[src/rtl/riscboy_ppu_pixel_unpacker.sv]
// Pixel unpacker: buffers halfword read data and extracts one pixel per pinfo
// entry according to the span's pixel mode, producing a valid/ready pixel stream.
module riscboy_ppu_pixel_unpacker #(
  parameter int W_DATA         = 16,
  parameter int DATA_BUF_DEPTH = 5,
  parameter int W_BUF_LEVEL    = 3
) (
  input  logic              clk,
  input  logic              rst_n,
  input  logic              span_start,
  input  logic [1:0]        span_pixmode,
  input  logic              bus_data_vld,
  input  logic [W_DATA-1:0] bus_data,
  input  logic [3:0]        pinfo_u,
  input  logic              pinfo_discard,
  input  logic              pinfo_vld,
  output logic              pinfo_rdy,
  output logic              out_vld,
  input  logic              out_rdy,
  output logic [W_DATA-1:0] out_data,
  output logic              out_paletted,
  output logic              out_discard,
  output logic              data_overflow
);

  localparam int W_PTR = (DATA_BUF_DEPTH > 1) ? $clog2(DATA_BUF_DEPTH) : 1;
  localparam logic [W_BUF_LEVEL-1:0] LEVEL_FULL = W_BUF_LEVEL'(DATA_BUF_DEPTH);
  localparam logic [W_PTR-1:0]       PTR_LAST   = W_PTR'(DATA_BUF_DEPTH - 1);

  typedef enum logic [1:0] {
    MODE_ARGB1555 = 2'd0,
    MODE_PAL8     = 2'd1,
    MODE_PAL4     = 2'd2,
    MODE_PAL1     = 2'd3
  } pixmode_t;

  pixmode_t                pixmode_q, pixmode_d;
  logic [W_DATA-1:0]       buf_q [DATA_BUF_DEPTH];
  logic [W_DATA-1:0]       buf_d [DATA_BUF_DEPTH];
  logic [W_PTR-1:0]        wptr_q, wptr_d;
  logic [W_PTR-1:0]        rptr_q, rptr_d;
  logic [W_BUF_LEVEL-1:0]  level_q, level_d;
  logic                    overflow_q, overflow_d;
  logic                    out_vld_q, out_vld_d;
  logic [W_DATA-1:0]       out_data_q, out_data_d;
  logic                    out_paletted_q, out_paletted_d;
  logic                    out_discard_q, out_discard_d;

  logic                    buf_empty;
  logic                    buf_full;
  logic                    load_en;
  logic                    buf_pop;
  logic                    buf_push;
  logic [W_DATA-1:0]       head;
  logic [7:0]              index;
  logic [W_DATA-1:0]       extracted;

  assign buf_empty = (level_q == '0);
  assign buf_full  = (level_q == LEVEL_FULL);
  assign load_en   = !out_vld_q || out_rdy;
  assign pinfo_rdy = pinfo_vld && load_en && (pinfo_discard || !buf_empty);
  assign buf_pop   = pinfo_rdy && !pinfo_discard;
  // A pop in the same cycle frees the slot, so a full buffer can still accept.
  assign buf_push  = bus_data_vld && (!buf_full || buf_pop);
  assign head      = buf_q[rptr_q];

  always_comb begin
    buf_d      = buf_q;
    wptr_d     = wptr_q;
    rptr_d     = rptr_q;
    level_d    = level_q;
    overflow_d = overflow_q || (bus_data_vld && !buf_push);
    pixmode_d  = span_start ? pixmode_t'(span_pixmode) : pixmode_q;
    if (buf_push) begin
      buf_d[wptr_q] = bus_data;
      wptr_d        = (wptr_q == PTR_LAST) ? '0 : wptr_q + 1'b1;
    end
    if (buf_pop) begin
      rptr_d = (rptr_q == PTR_LAST) ? '0 : rptr_q + 1'b1;
    end
    case ({buf_push, buf_pop})
      2'b10:   level_d = level_q + 1'b1;
      2'b01:   level_d = level_q - 1'b1;
      default: level_d = level_q;
    endcase
  end

  always_comb begin
    index = 8'h00;
    case (pixmode_q)
      MODE_PAL8: index = head[{pinfo_u[0], 3'b000} +: 8];
      MODE_PAL4: index = {4'h0, head[{pinfo_u[1:0], 2'b00} +: 4]};
      MODE_PAL1: index = {7'h00, head[pinfo_u]};
      default:   index = 8'h00;
    endcase
    extracted = (pixmode_q == MODE_ARGB1555) ? head : {{(W_DATA-8){1'b0}}, index};
  end

  always_comb begin
    out_vld_d      = out_vld_q;
    out_data_d     = out_data_q;
    out_paletted_d = out_paletted_q;
    out_discard_d  = out_discard_q;
    if (pinfo_rdy) begin
      out_vld_d      = 1'b1;
      out_data_d     = pinfo_discard ? '0 : extracted;
      out_paletted_d = (pixmode_q != MODE_ARGB1555);
      out_discard_d  = pinfo_discard;
    end else if (out_rdy) begin
      out_vld_d = 1'b0;
    end
  end

  always_ff @(posedge clk or negedge rst_n) begin
    if (!rst_n) begin
      pixmode_q      <= MODE_ARGB1555;
      for (int i = 0; i < DATA_BUF_DEPTH; i++) buf_q[i] <= '0;
      wptr_q         <= '0;
      rptr_q         <= '0;
      level_q        <= '0;
      overflow_q     <= 1'b0;
      out_vld_q      <= 1'b0;
      out_data_q     <= '0;
      out_paletted_q <= 1'b0;
      out_discard_q  <= 1'b0;
    end else begin
      pixmode_q      <= pixmode_d;
      buf_q          <= buf_d;
      wptr_q         <= wptr_d;
      rptr_q         <= rptr_d;
      level_q        <= level_d;
      overflow_q     <= overflow_d;
      out_vld_q      <= out_vld_d;
      out_data_q     <= out_data_d;
      out_paletted_q <= out_paletted_d;
      out_discard_q  <= out_discard_d;
    end
  end

  assign out_vld       = out_vld_q;
  assign out_data      = out_data_q;
  assign out_paletted  = out_paletted_q;
  assign out_discard   = out_discard_q;
  assign data_overflow = overflow_q;

endmodule
[config.mk]
export PLATFORM = sky130hd
export DESIGN_NAME = riscboy_ppu_pixel_unpacker
export DESIGN_NICKNAME = d
export VERILOG_FILES = /design/src/rtl/riscboy_ppu_pixel_unpacker.sv
export SDC_FILE = /design/constraint.sdc
export NUM_CORES = 1
export LEC_CHECK = 0
export BUFFER_PORTS_ARGS = -buffer_cell sky130_fd_sc_hd__buf_2
export CAP_MARGIN = 10
export CORE_ASPECT_RATIO = 0.9
export CORE_MARGIN = 3
export CORE_UTILIZATION = 62
export DETAILED_ROUTE_END_ITERATION = 7
export HOLD_SLACK_MARGIN = 0.12
export PLACE_DENSITY_LB_ADDON = 0.08
export SYNTH_ARGS = -nofsm -noshare
export SYNTH_HDL_FRONTEND = slang
export SYNTH_SLANG_ARGS = --single-unit
[constraint.sdc]
create_clock -name clk -period 4.1 [get_ports clk]
set_clock_uncertainty 0.2 [all_clocks]
set_input_delay 0 -clock clk [delete_from_list [all_inputs] [get_ports clk]]
set_output_delay 0 -clock clk [all_outputs]
set_load 0.1 [all_outputs]
* Yosys cells after proc, flatten, opt, wreduce, memory -nomap -nowiden
Index checks and enable logic that the tools add are counted.
** Storage, ports and cells
- Logic and storage cells :: 70
- Bits of input ports :: 29
- Output and inout port bits :: 21
- Register bits after elaboration :: 111
** Operators by class
- Magnitude comparators :: 4
- Equal/unequal tests :: 8
- Shift-type cells :: 2
- Bitwise logic cells :: 2
- Add/subtract/negate cells :: 4
- Reduce and logical (&&, ||, !) cells :: 20
- Mux-type cells :: 16
** Operator list (number)
- $bwmux 80 :: 1
- $mux 16 :: 5
- $bmux 16 s3 :: 1
- $demux 16 s3 :: 1
- $pmux 8 s3 :: 1
- $shiftx 16x5->4 :: 1
- $shiftx 16x5->8 :: 1
- $add 3x1->3 const B :: 3
- $eq 3x3->1 const B :: 3
- $ge 4x4->1 const B :: 2
- $not 3->4 :: 2
- $eq 2x2->1 const B :: 3
- $logic_and 1x1->1 :: 6
- $mux 3 :: 2
- $pmux 3 s2 :: 1
- $reduce_bool 2->1 :: 3
- $logic_not 1->1 :: 5
- $lt 4x5->1 const B :: 1
- $bmux 1 s4 :: 1
- $eq 2x1->1 const B :: 2
- $logic_or 1x1->1 :: 4
- $lt 4x1->1 const B :: 1
- $logic_not 3->1 :: 1
- $mux 1 :: 3
- other kinds (2) :: 2

* Longest topological paths before layout
Gate-level depths: netlist of the first run.
- Word-level depth :: 10
- Gate-level depth with buffers :: 13
- Mapped depth without buffers :: 11

* Worst setup path after synthesis of the first run
OpenSTA, ideal clock, no wires.
- Kind :: reg2reg
- Start point :: reg out_vld_q, in the netlist out_vld
- End point :: reg level_q[2]
- Buffers on the path :: 2
- Clock period less this slack :: 3.035 ns
- Required time :: 3.821 ns
- Slack :: 1.065 ns
- Data arrival time :: 2.756 ns
- Cell stages (with the launch flop) :: 14
- Setup time :: 0.079 ns
- Cell sequence :: dfrtp_1 -> nand2b_1 -> nand2b_4 -> or2_1 -> buf_6 -> nand4_1 -> nand2_2 -> buf_6 -> ha_1 -> inv_1 -> fa_1 -> xor2_1 -> nor2_1 -> xor2_1
** On the way
- Cells in the longest elaborated chain, start to end :: 9
- Elaborated cells between the ends (all ways) :: 11
- Classes of those cells :: eq/ne (2); mux (1); reduce/logical (8)
** RTL lines
- start: declaration :: line 44 : logic out_vld_q, out_vld_d;
- start signal: assignment :: line 133 : out_vld_q <= out_vld_d;
- $logic_not 1->1 * :: line 60 : assign load_en = !out_vld_q || out_rdy;
- $logic_or 1x1->1 * :: line 60
- $logic_and 1x1->1 * (2 in a row) :: line 61 : assign pinfo_rdy = pinfo_vld && load_en && (pinfo_discard || !buf_empty);
- $logic_and 1x1->1 * :: line 62 : assign buf_pop = pinfo_rdy && !pinfo_discard;
- $logic_or 1x1->1 :: line 64 : assign buf_push = bus_data_vld && (!buf_full || buf_pop);
- $logic_and 1x1->1 :: line 64
- $eq 2x1->1 or $eq 2x2->1 (tied branches) :: line 81 : case ({buf_push, buf_pop})
- $pmux 3 s2 or $reduce_bool 2->1 (tied branches)
- end signal: assignment :: line 131 : level_q <= level_d;
- end: declaration :: line 42 : logic [W_BUF_LEVEL-1:0] level_q, level_d;
Every way passes the cells marked *; elsewhere a longest branch is shown, timed or not.
A chain may end at the register's enable or synchronous reset.

* Worst setup path after layout of the first run
- Start point :: reg level_q[0]
- End point :: reg buf_q[4] (netlist bit)
** On the way
- Cells in the longest elaborated chain, start to end :: 7
- Elaborated cells between the ends (all ways) :: 9
- Classes of those cells :: eq/ne (1); reduce/logical (8)
** RTL lines
- $logic_not 3->1 :: line 58 : assign buf_empty = (level_q == '0);
- $logic_not 1->1 :: line 61
- $logic_or 1x1->1 :: line 61
- $logic_and 1x1->1 :: line 61
- $logic_and 1x1->1 :: line 62
- $logic_or 1x1->1 * :: line 64
- $logic_and 1x1->1 * :: line 64
- end signal: assignment :: line 128 : buf_q <= buf_d;
- end: declaration :: line 38 : logic [W_DATA-1:0] buf_q [DATA_BUF_DEPTH];
Marks and branches as above.

==> results of run 1 <==
## power groups by stage
stage	combinational, mW	clock [mW]	sequential (mW)
2_1_floorplan	1.65	0	2.19
3_3_place_gp	2.41	0	1.93
3_5_place_dp	2.45	0	1.95
4_1_cts	2.50	0.623	1.93
5_1_grt	2.69	0.661	2.01
6_report	2.50	0.599	1.93
## timing repair
action                                  in CTS  in global routing
hold buffers                                34                  0
endpoints found under the setup margin       0                  0
hold endpoints to repair                   188                  0
## through the flow
| stage | cells | area (sq um) | setup WS (ns) | util (%) |
|---|---|---|---|---|
| final | 645 | 6340 | 0.387 | 73.3 |
| after global routing | 645 | 6340 | 0.201 | 73.3 |
| after CTS | 645 | 6340 | 0.367 | 73.3 |
| after detailed placement | 595 | 5820 | 0.820 | 67.3 |
| after global placement | 595 | 5820 | 0.916 | 67.3 |
| after floorplan | 446 | 5550 | 1.06 | - |
## cells by family (layout without fill, tap and decap cells)
logic type / count (synthesis) / count (layout) / share of synthesized area, %
muxes: 120 / 120 / 26.3
and+or+nand+nor: 84 / 84 / 7.33
xor gates and xnor gates: 3 / 3 / 0.474
adders and majority gates: 6 / 6 / 1.49
DFF: 111 / 111 / 50.1
AOI/OAI and AO/OA: 78 / 78 / 9.75
buffers and inverters: 44 / 124 / 4.53
## placed cells by master, fill, tap and decap left out, drive strengths merged, types with 2 or more instances in the layout
cell type / n
dfrtp: 111
mux2: 98
buf: 59
dlygate4sd3: 34
nand2: 32
o21ai: 26
nor2: 23
mux2i: 20
inv: 16
clkbuf: 10
a21oi: 8
o22ai: 7
a221oi: 6
a221o: 6
nand2b: 6
nand3: 5
ha: 5
a32o: 4
or4: 4
nand4: 3
a22o: 3
clkinv: 3
nor3b: 2
mux4: 2
a22oi: 2
nand3b: 2
o2bb2ai: 2
o211ai: 2
a31oi: 2
o32ai: 2
or3: 2
xor2: 2
clkinvlp: 2
or2: 2
## routing by layer
layer | up-vias | GRT usage (%) | wire (um)
li1 | 1777 | - | -
met1 | 1880 | 35.3 | 5480
met4 | 0 | 7.87 | 142
met3 | 13 | 4.63 | 590
met2 | 107 | 40.2 | 5570
met5 | - | 0 | 0
## final timing paths
path,cells after the start,slack [ns],to
setup / recovery,8,0.39,buf_q[4]$_DFFE_PN0P_
max in group asynchronous,3,2.56,buf_q[35]$_DFFE_PN0P_
min in group clk,4,0.23,data_overflow$_DFF_PN0_
hold / removal,2,0.13,level_q[2]$_DFFE_PN0P_
hold reg to reg,2,0.29,out_paletted$_DFFE_PN0N_
setup reg to reg,8,0.39,buf_q[4]$_DFFE_PN0P_
## state kept, by name, summed over array words and instances, names as in the netlist, 2 cells and up
name	flops
buf_q	80
wptr_q	3
level_q	3
rptr_q	3
out_data	16
pixmode_q	2
## critical path, cell delays in order, from the launching register on
cell and delay [ns]:
sky130_fd_sc_hd__dfrtp_1 0.43, sky130_fd_sc_hd__o41ai_1 0.34, sky130_fd_sc_hd__dlygate4sd3_1 0.61, sky130_fd_sc_hd__nand2b_4 0.26, sky130_fd_sc_hd__or2_1 0.30, sky130_fd_sc_hd__nand4_1 0.19
sky130_fd_sc_hd__nand2_2 0.20, sky130_fd_sc_hd__or4b_1 0.65, sky130_fd_sc_hd__mux2_2 0.41
## area by class of cell
cell class / count / area (sq um) / area share (%)
Sequential cell: 111 / 2780 / 43.8
Clock inverter: 6 / 45.0 / 0.711
Timing Repair Buffer: 93 / 663 / 10.5
Clock buffer: 10 / 128 / 2.01
Inverter: 15 / 56.3 / 0.889
Tap cell: 119 / 149 / 2.35
Multi-Input combinational cell: 291 / 2520 / 39.7
==> results.txt, run 1 <==
----------------------------------------------------
[Die]
  DIE HEIGHT ... 95.7 um
  Core region area ... 8650 sq um
  Area of the die ... 10100 sq um
  Site row count ... 32
  Width of the chip ... 106 um
  Number of ports placed on the die boundary ... 50
  Initial core utilization ... 64.1%

[Logic synthesis]
  Cell taking the most area after synthesis ... sky130_fd_sc_hd__dfrtp_1
  Area contributors post-synth ... sky130_fd_sc_hd__dfrtp_1 (50%), sky130_fd_sc_hd__mux2_2 (14%), sky130_fd_sc_hd__mux2_4 (8.1%)
  Most common cell in the netlist ... sky130_fd_sc_hd__dfrtp_1
  Number of distinct library cells after synthesis ... 52
  EDFF count, synth ... 0
  Leading register cell type out of synthesis ... sky130_fd_sc_hd__dfrtp_1
  Summed instance area of the synthesized netlist ... 5550 sq um
  Count of state elements after synthesis ... 111
  Fraction of the yosys area taken by sequential cells ... 50.1%
  Count of mapped cells out of synthesis ... 446
  Portion of synthesized cell area occupied by the leading cell type ... 50.1%
  Top post-synthesis cells by count ... sky130_fd_sc_hd__dfrtp_1 (111), sky130_fd_sc_hd__mux2_2 (68), sky130_fd_sc_hd__nand2_1 (31)
  Synth Net Count ... 481
  Post-synth ARST share ... 100%
  Warning count from the yosys run ... 0
  Average instance area after synthesis ... 12.4 sq um

[Clocking]
  Root Buffer ... sky130_fd_sc_hd__clkbuf_8
  Level count of the clock H-tree ... 3
  CTS tree ... yes
  Number of clock sinks seen by CTS ... 111
  Insertion delay of the later-clocked pin in the worst-skew pair ... 0.38 ns
  Setup bufs post-CTS ... 0
  Max clock buf depth ... 2
  Cells resized by post-CTS repair ... 0
  Total clock buffers created by CTS ... 9
  Clock Pin Slew Worst Setup and Hold Paths ... 0.10 ns

[STA]
  Max-slew violations ... 0
  Slew margin rel. ... 32.6%
  Ratio of final minimum period to clock period ... 90.6%
  Smallest hold slack ... 0.127 ns
  Hold violation count in the final report ... 0
  Total of endpoints with negative setup slack in the final report ... 0
  Setup TNS ... 0 ns
  Slew at the pin closest to its max-slew limit ... 1.01 ns
  Highest clock rate ... 0.269 GHz
  Final worst path period need ... 3.71 ns
  RSZ-0062 raised after global routing ... no

[Power and ir drop]
  Switching share of total power ... 41.3%
  Relative contribution of the clock network to total power ... 11.9%
  Comb pwr share ... 49.7%
  Cell leakage power ... 2.95 nW
  Sequential group share of total power ... 38.4%
  Worst ir drop on vdd ... 451 uV
  Overall Power ... 5.03 mW
  Net switching component of the power ... 2.08 mW
  Power density normalized to cell area ... 795 nW/um^2
  Internal power ... 2.95 mW

[Global route]
  Antenna violations before repair ... 0
  Global routing usage summed across all routing layers ... 25.1%
  Via count of the first global-routing pass ... 3754
  Remaining Overflow, GRT ... 0
  Wire length of the first global-routing pass ... 19600 um
  Maximum number of pins on one net before global-route repair ... 82

[Detailed routing]
  Initial detailed-routing violation count ... 223
  Post-route DRC violation count ... 0
  Wire length reported by the detailed router ... 11800 um
  Remaining antenna violation count ... 0
  Number of vias in the routed layout ... 3777
  Detailed-route vias per instance ... 5.86
  1st-pass router iterations ... 5
  Average wire per standard cell ... 18.3 um

[Flow run]
  Number of max-cap violations ... 0

[Worst setup path]
  Startpoint of the most critical setup path ... level_q[0]$_DFFE_PN0P_
  Critical Path Start Type ... flop
  Critical Setup Path Class ... reg -> reg
  CP Max Fanout ... 21
  Critical path capture point type ... flop
  Worst Path Arrival ... 3.78 ns
  Required time of the critical path ... 4.16 ns
  Reg2Reg Launch Point ... level_q[0]$_DFFE_PN0P_

[Placement]
  Total of buffers placed on input and output ports ... 49
  Hpwl dp ... 7750 um
  Final weighted congestion in routability-driven placement ... 0.857

[Cells and area]
  Ant. Diodes ... 0
  Layout cells sized above 1 ... 33.7%
  Relative area change from synthesis to final layout ... 14.2%
  Number of fill cells ... 630
  Count of nets after finishing ... 556

[Worst hold path]
  Worst min-delay path class ... in -> async

[Status]
  Run status ... finished, final reports clean

----------------------------------------------------
No activity file was read; power rests on OpenSTA's default activity.
==> run 2, diff against run 1 <==
--- a/config.mk
+++ b/config.mk
@@ -12,7 +12,7 @@
 export CORE_UTILIZATION = 62
 export DETAILED_ROUTE_END_ITERATION = 7
 export HOLD_SLACK_MARGIN = 0.12
-export PLACE_DENSITY_LB_ADDON = 0.08
+export PLACE_DENSITY_LB_ADDON = 0.1
 export SYNTH_ARGS = -nofsm -noshare
 export SYNTH_HDL_FRONTEND = slang
 export SYNTH_SLANG_ARGS = --single-unit
==> results.txt, run 2 (synthesis results as in run 1) <==
----------------------------------------------------
[Status]
  Run status ... finished, final reports clean

[Worst setup path]
  Cell with the largest stage delay on the worst path ... sky130_fd_sc_hd__dlygate4sd3_1
  Reg2Reg Launch Point ... level_q[0]$_DFFE_PN0P_
  Critical Path Start Type ... flop
  Depth of the most critical reg-to-reg path ... 8 (unchanged)
  Crit-path leading delay family ... simple AND/OR/NAND/NOR gates
  Slowest cell delay on critical path ... 0.63 ns (-0.02 ns)
  Worst-case register-to-register setup slack ... 0.33 ns (-0.05 ns)
  Critical path capture point type ... flop
  Combined buffer and inverter count along the critical path ... 1 (unchanged)
  Worst r2r dst ... buf_q[11]$_DFFE_PN0P_
  Critical path, cell by cell ... o41ai_1 > dlygate4sd3_1 > nand2b_4 > or2_1 > nand4_1 > nand2_2 > or4b_1 > mux2_2
  Required time of the critical path ... 4.18 ns (+0.02 ns)
  Worst Path Arrival ... 3.85 ns (+0.07 ns)
  CP Max Fanout ... 21 (unchanged)
  Critical Setup Path Class ... reg -> reg

[Power and ir drop]
  Switching share of total power ... 41.4% (+0.054 points)
  Internal power ... 2.96 mW (about the same)
  Sequential group share of total power ... 38.2% (-0.2 points)
  Power density normalized to cell area ... 795 nW/um^2 (+0.11%)
  Cell leakage power ... 2.94 nW (-0.14%)
  Comb pwr share ... 49.3% (-0.4 points)
  Worst ir drop on vdd ... 437 uV (-3.1%)
  Net switching component of the power ... 2.09 mW (+0.30%)
  Relative contribution of the clock network to total power ... 12.5% (+0.6 points)

[STA]
  Ratio of final minimum period to clock period ... 91.8% (+1.3 points)
  RSZ-0062 raised after global routing ... no
  Smallest hold slack ... 0.0894 ns (-0.0375 ns)
  Total of endpoints with negative setup slack in the final report ... 0 (unchanged)
  Setup TNS ... 0 ns (unchanged)
  Max-slew violations ... 0 (unchanged)
  Hold violation count in the final report ... 0 (unchanged)
  Slew at the pin closest to its max-slew limit ... 0.995 ns (-0.0155 ns)
  Final worst path period need ... 3.77 ns (+0.0520 ns)
  Highest clock rate ... 0.266 GHz (-1.4%)
  Slew margin rel. ... 33.6% (+1.0 points)

[Detailed routing]
  Remaining antenna violation count ... 0 (unchanged)
  Detailed-route vias per instance ... 5.91 (+0.92%)
  Max layer used ... met4
  Wire length reported by the detailed router ... 11800 um (about the same)
  Post-route DRC violation count ... 0 (unchanged)
  DRT met1 WL ... 5500 um (+0.38%)
  Average wire per standard cell ... 18.3 um (+0.24%)
  Routed wire length on met3 ... 545 um (-7.6%)
  Number of vias in the routed layout ... 3806 (+0.77%)
  Met2 WL ... 5590 um (+0.45%)
  1st-pass router iterations ... 6 (+1)
  Initial detailed-routing violation count ... 220 (-1.3%)

[Die]
  Width of the chip ... 106 um (unchanged)
  Number of ports placed on the die boundary ... 50 (unchanged)
  Initial core utilization ... 64.1% (unchanged)
  Core region area ... 8650 sq um (unchanged)
  DIE HEIGHT ... 95.7 um (unchanged)
  Area of the die ... 10100 sq um (unchanged)
  Site row count ... 32 (unchanged)

[Global route]
  Global routing usage summed across all routing layers ... 25.2% (+0.14 points)
  Wire length of the first global-routing pass ... 19700 um (+0.53%)
  Via count of the first global-routing pass ... 3847 (+2.5%)
  Maximum number of pins on one net before global-route repair ... 82 (unchanged)
  Antenna violations before repair ... 0 (unchanged)
  Remaining Overflow, GRT ... 0 (unchanged)

[Cells and area]
  Post-Layout Cell Count ... 644 (-0.16%)
  Ant. Diodes ... 0 (unchanged)
  Leading cell types in the layout, fill and taps excluded ... sky130_fd_sc_hd__dfrtp_1 (111), sky130_fd_sc_hd__mux2_2 (68), sky130_fd_sc_hd__buf_2 (48)
  Count of nets after finishing ... 555 (-0.18%)
  Layout cells sized above 1 ... 33.3% (-0.32 points)
  Leading cell type in the layout, fill and taps excluded ... sky130_fd_sc_hd__dfrtp_1
  Flip-flop count of the largest register, all copies and words added ... 80 (unchanged)
  Layout Utilization ... 73.3% (about the same)
  Relative area change from synthesis to final layout ... 14.3% (about the same)
  Register ranked first by flip-flop count ... buf_q

[Clocking]
  Total clock buffers created by CTS ... 9 (unchanged)
  Level count of the clock H-tree ... 3 (unchanged)
  Max clock buf depth ... 2 (unchanged)
  Clock Pin Slew Worst Setup and Hold Paths ... 0.11 ns (about the same)
  Root Buffer ... sky130_fd_sc_hd__clkbuf_8
  Cells resized by post-CTS repair ... 0 (unchanged)
  Number of clock sinks seen by CTS ... 111 (unchanged)
  CTS tree ... yes
  Insertion delay of the later-clocked pin in the worst-skew pair ... 0.39 ns (about the same)

[Worst hold path]
  Worst min-delay path class ... in -> async

[Placement]
  Placed cell count ... 593 (-0.34%)
  Hpwl dp ... 7740 um (about the same)
  Total of buffers placed on input and output ports ... 49 (unchanged)
  Final weighted congestion in routability-driven placement ... 0.937 (+9.4%)

[Flow run]
  Number of max-cap violations ... 0 (unchanged)

----------------------------------------------------
-- run 2: changes by cell type in the layout (fill, tap and decap cells not counted), sizes merged --
cell / before / now
buf: 59 / 57
clkinv: 3 / 2
clkbuf: 10 / 11
dlygate4sd3: 34 / 35
-- run 2: how the worst max path moves through the flow --
stage | start | end | slack (ns) | cells past startpoint
2_1_floorplan | out_vld$_DFFE_PN0P_ | level_q[2]$_DFFE_PN0P_ | 1.06 | 13
3_3_place_gp | level_q[0]$_DFFE_PN0P_ | buf_q[6]$_DFFE_PN0P_ | 0.91 | 7
3_5_place_dp | level_q[0]$_DFFE_PN0P_ | buf_q[1]$_DFFE_PN0P_ | 0.85 | 7
4_1_cts | level_q[0]$_DFFE_PN0P_ | buf_q[7]$_DFFE_PN0P_ | 0.42 | 8
5_1_grt | level_q[0]$_DFFE_PN0P_ | level_q[2]$_DFFE_PN0P_ | 0.07 | 12
6_report | level_q[0]$_DFFE_PN0P_ | buf_q[11]$_DFFE_PN0P_ | 0.33 | 8
-- run 2: worst reg2reg max path: cells and delay by family (launching register included) --
family	cells	cell delay, ns
buffers and inverters	1	0.63
AND/OR/NAND/NOR	5	1.57
multiplexers	1	0.42
flip-flops	1	0.43
AO/OA/AOI/OAI	1	0.41
-- run 2: what timing repair did --
action | CTS | global route
hold endpoints to repair | 188 | 0
buffers inserted | 0 | 0
hold buffers | 35 | 0
-- run 2: per-layer routing --
layer	vias up	track usage [%]
met3	16	4.76
met4	0	7.34
met1	1898	34.6
met2	126	41.8
li1	1766	-
met5	-	0
-- run 2: final cells by class --
cell class	count	area, sq um
repair buffers	92	658
well taps	119	149
flip-flops and latches	111	2780
multi-input cells	291	2520
clock buffers	11	141
inverters	15	56.3
clock inverters	5	40.0
fillers	609	2310
-- run 2: power groups by stage --
stage | Clock [mW] | Combinational, mW | Sequential [mW]
2_1_floorplan | 0 | 1.65 | 2.19
3_3_place_gp | 0 | 2.39 | 1.92
3_5_place_dp | 0 | 2.42 | 1.95
4_1_cts | 0.647 | 2.48 | 1.92
5_1_grt | 0.683 | 2.68 | 2.00
6_report | 0.630 | 2.48 | 1.93
-- run 2: per-stage QoR --
stage                     instance area [sq um]  power, mW  setup slack (ns)
after global placement                     5810       4.31             0.909
after CTS                                  6340       5.05             0.420
after detailed placement                   5810       4.37             0.848
after floorplan                            5550       3.85              1.06
after global routing                       6340       5.36            0.0679
final                                      6340       5.04             0.335
==> run 3, diff against run 2 <==
--- a/config.mk
+++ b/config.mk
@@ -13,6 +13,7 @@
 export DETAILED_ROUTE_END_ITERATION = 7
 export HOLD_SLACK_MARGIN = 0.12
 export PLACE_DENSITY_LB_ADDON = 0.1
+export RECOVER_POWER = 100
 export SYNTH_ARGS = -nofsm -noshare
 export SYNTH_HDL_FRONTEND = slang
 export SYNTH_SLANG_ARGS = --single-unit
==> results.txt, run 3 (synthesis results as in run 1) <==
----------------------------------------------------
[Placement]
  Pre-CTS WS ... 0.848 ns (unchanged)
  Placed cell count ... 593 (unchanged)
  Final weighted congestion in routability-driven placement ... 0.937 (unchanged)
  Total of buffers placed on input and output ports ... 49 (unchanged)
  Hpwl dp ... 7740 um (unchanged)
  Cell Area, Placed ... 5810 sq um (unchanged)

[Worst hold path]
  Launch instance of the worst min-delay path ... bus_data[5]
  Worst min-delay path class ... in -> reg
  Worst hold path depth ... 3
  Sink of the worst hold path ... buf_q[69]$_DFFE_PN0P_

[Status]
  Run status ... finished, violations left
  Failing checks ... capacitance limit, slew limit

[Cells and area]
  Combined area of the multi-input logic cells ... 2420 sq um (-4.0%)
  Post-Layout Cell Count ... 644 (unchanged)
  Ant. Diodes ... 0 (unchanged)
  Count of nets after finishing ... 555 (unchanged)
  FF/Latch Area ... 2780 sq um (unchanged)
  Flip-flop count of the largest register, all copies and words added ... 80 (unchanged)
  Final non-filler cell area ... 6190 sq um (-2.4%)
  Leading cell type in the layout, fill and taps excluded ... sky130_fd_sc_hd__dfrtp_1
  Layout cells sized above 1 ... 23.8% (-9.5 points)
  Relative area change from synthesis to final layout ... 11.6%
  Leading cell types in the layout, fill and taps excluded ... sky130_fd_sc_hd__dfrtp_1 (111), sky130_fd_sc_hd__mux2_2 (68), sky130_fd_sc_hd__dlygate4sd3_1 (35)
  Layout Utilization ... 71.6% (-1.7 points)
  Number of fill cells ... 649 (+6.6%)
  Register ranked first by flip-flop count ... buf_q

[Die]
  Number of ports placed on the die boundary ... 50 (unchanged)
  Width of the chip ... 106 um (unchanged)
  Core region area ... 8650 sq um (unchanged)
  Initial core utilization ... 64.1% (unchanged)
  DIE HEIGHT ... 95.7 um (unchanged)
  Area of the die ... 10100 sq um (unchanged)
  Site row count ... 32 (unchanged)

[Worst setup path]
  Worst r2r dst ... buf_q[11]$_DFFE_PN0P_
  Cell with the largest stage delay on the worst path ... sky130_fd_sc_hd__dlygate4sd3_1
  Critical path, cell by cell ... o41ai_1 > dlygate4sd3_1 > nand2b_4 > or2_1 > nand4_1 > nand2_2 > or4b_1 > mux2_2
  Critical path capture point type ... flop
  Critical Path Start Type ... flop
  Slowest cell delay on critical path ... 0.63 ns (about the same)
  Combined buffer and inverter count along the critical path ... 1 (unchanged)
  Depth of the most critical reg-to-reg path ... 8 (unchanged)
  Reg2Reg Launch Point ... level_q[0]$_DFFE_PN0P_
  Worst Path Arrival ... 3.84 ns (about the same)
  Critical Setup Path Class ... reg -> reg
  Required time of the critical path ... 4.18 ns (about the same)
  Crit-path leading delay family ... simple AND/OR/NAND/NOR gates
  Worst-case register-to-register setup slack ... 0.35 ns (about the same)
  CP Max Fanout ... 21 (unchanged)

[STA]
  Smallest hold slack ... 0.205 ns (+0.115 ns)
  Final worst path period need ... 3.75 ns (-0.0112 ns)
  Max-slew violations ... 114 (+114)
  Slew at the pin closest to its max-slew limit ... 1.95 ns (+0.951 ns)
  Final critical-path setup slack ... 0.346 ns (+0.0112 ns)
  Highest clock rate ... 0.266 GHz (+0.30%)
  Hold violation count in the final report ... 0 (unchanged)
  Total of endpoints with negative setup slack in the final report ... 0 (unchanged)
  RSZ-0062 raised after global routing ... no
  Ratio of final minimum period to clock period ... 91.6% (-0.27 points)
  Setup TNS ... 0 ns (unchanged)
  Slew margin rel. ... -29.8% (-63 points)

[Detailed routing]
  Initial detailed-routing violation count ... 209 (-5.0%)
  Wire length reported by the detailed router ... 11800 um (-0.29%)
  Average wire per standard cell ... 18.3 um (-0.29%)
  Detailed-route vias per instance ... 5.86 (-0.79%)
  Post-route DRC violation count ... 0 (unchanged)
  1st-pass router iterations ... 6 (unchanged)
  Remaining antenna violation count ... 0 (unchanged)
  Number of vias in the routed layout ... 3776 (-0.79%)

[Power and ir drop]
  Overall Power ... 4.86 mW (-3.6%)
  Worst ir drop on vdd ... 438 uV (+0.24%)
  Power density normalized to cell area ... 785 nW/um^2 (-1.3%)
  Cell leakage power ... 2.72 nW (-7.7%)

[Clocking]
  CTS tree ... yes
  Cells resized by post-CTS repair ... 0 (unchanged)
  Number of clock sinks seen by CTS ... 111 (unchanged)
  Total clock buffers created by CTS ... 9 (unchanged)
  Max clock buf depth ... 2 (unchanged)
  Root Buffer ... sky130_fd_sc_hd__clkbuf_8
  Clock Pin Slew Worst Setup and Hold Paths ... 0.11 ns (about the same)
  Insertion delay of the later-clocked pin in the worst-skew pair ... 0.39 ns (about the same)
  Level count of the clock H-tree ... 3 (unchanged)

[Global route]
  Antenna violations before repair ... 0 (unchanged)
  Maximum number of pins on one net before global-route repair ... 82 (unchanged)
  Remaining Overflow, GRT ... 0 (unchanged)
  Wire length of the first global-routing pass ... 19700 um (unchanged)
  Global routing usage summed across all routing layers ... 25.2% (unchanged)
  Via count of the first global-routing pass ... 3847 (unchanged)

[Flow run]
  Number of max-cap violations ... 2 (+2)

----------------------------------------------------
[run 3: area by class of cell]
cell class                      count  area share, %
Timing Repair Buffer               92           9.84
Clock inverter                      5          0.647
Tap cell                          119           2.41
Multi-Input combinational cell    291           39.0
Clock buffer                       11           2.28
Sequential cell                   111           44.9
Inverter                           15          0.910
[run 3: worst register-to-register path: stages, from the launching register on]
cell and delay (ns):
sky130_fd_sc_hd__dfrtp_1 0.43, sky130_fd_sc_hd__o41ai_1 0.41, sky130_fd_sc_hd__dlygate4sd3_1 0.63, sky130_fd_sc_hd__nand2b_4 0.26, sky130_fd_sc_hd__or2_1 0.30, sky130_fd_sc_hd__nand4_1 0.18, sky130_fd_sc_hd__nand2_2 0.20, sky130_fd_sc_hd__or4b_1 0.62
sky130_fd_sc_hd__mux2_2 0.42
[run 3: worst max path at each step]
stage / start / to / slack [ns] / cells after the start
global placement: level_q[0]$_DFFE_PN0P_ / buf_q[6]$_DFFE_PN0P_ / 0.91 / 7
finish: level_q[0]$_DFFE_PN0P_ / buf_q[11]$_DFFE_PN0P_ / 0.35 / 8
CTS: level_q[0]$_DFFE_PN0P_ / buf_q[7]$_DFFE_PN0P_ / 0.42 / 8
detailed placement: level_q[0]$_DFFE_PN0P_ / buf_q[1]$_DFFE_PN0P_ / 0.85 / 7
global route: level_q[0]$_DFFE_PN0P_ / level_q[2]$_DFFE_PN0P_ / 0.07 / 12
floorplan: out_vld$_DFFE_PN0P_ / level_q[2]$_DFFE_PN0P_ / 1.06 / 13
[run 3: metal layers]
metal  wire length (um)  vias to the layer above  GRT usage (%)
met4                216                        0           7.34
met1               5380                     1866           34.6
met3                580                       21           4.76
met5                  0                        -              0
met2               5580                      122           41.8
li1                   -                     1767              -
[run 3: power by group]
part           leakage, nW  internal, mW  switching [mW]  total [mW]
registers             1.35          1.59           0.332        1.92
clock network       0.0879         0.244           0.384       0.627
logic                 1.28         0.960            1.35        2.31
[run 3: what timing repair did]
action                    4_1_cts  5_1_grt
setup buffers                   0        0
hold buffers                   35        0
hold endpoints to repair      188        0
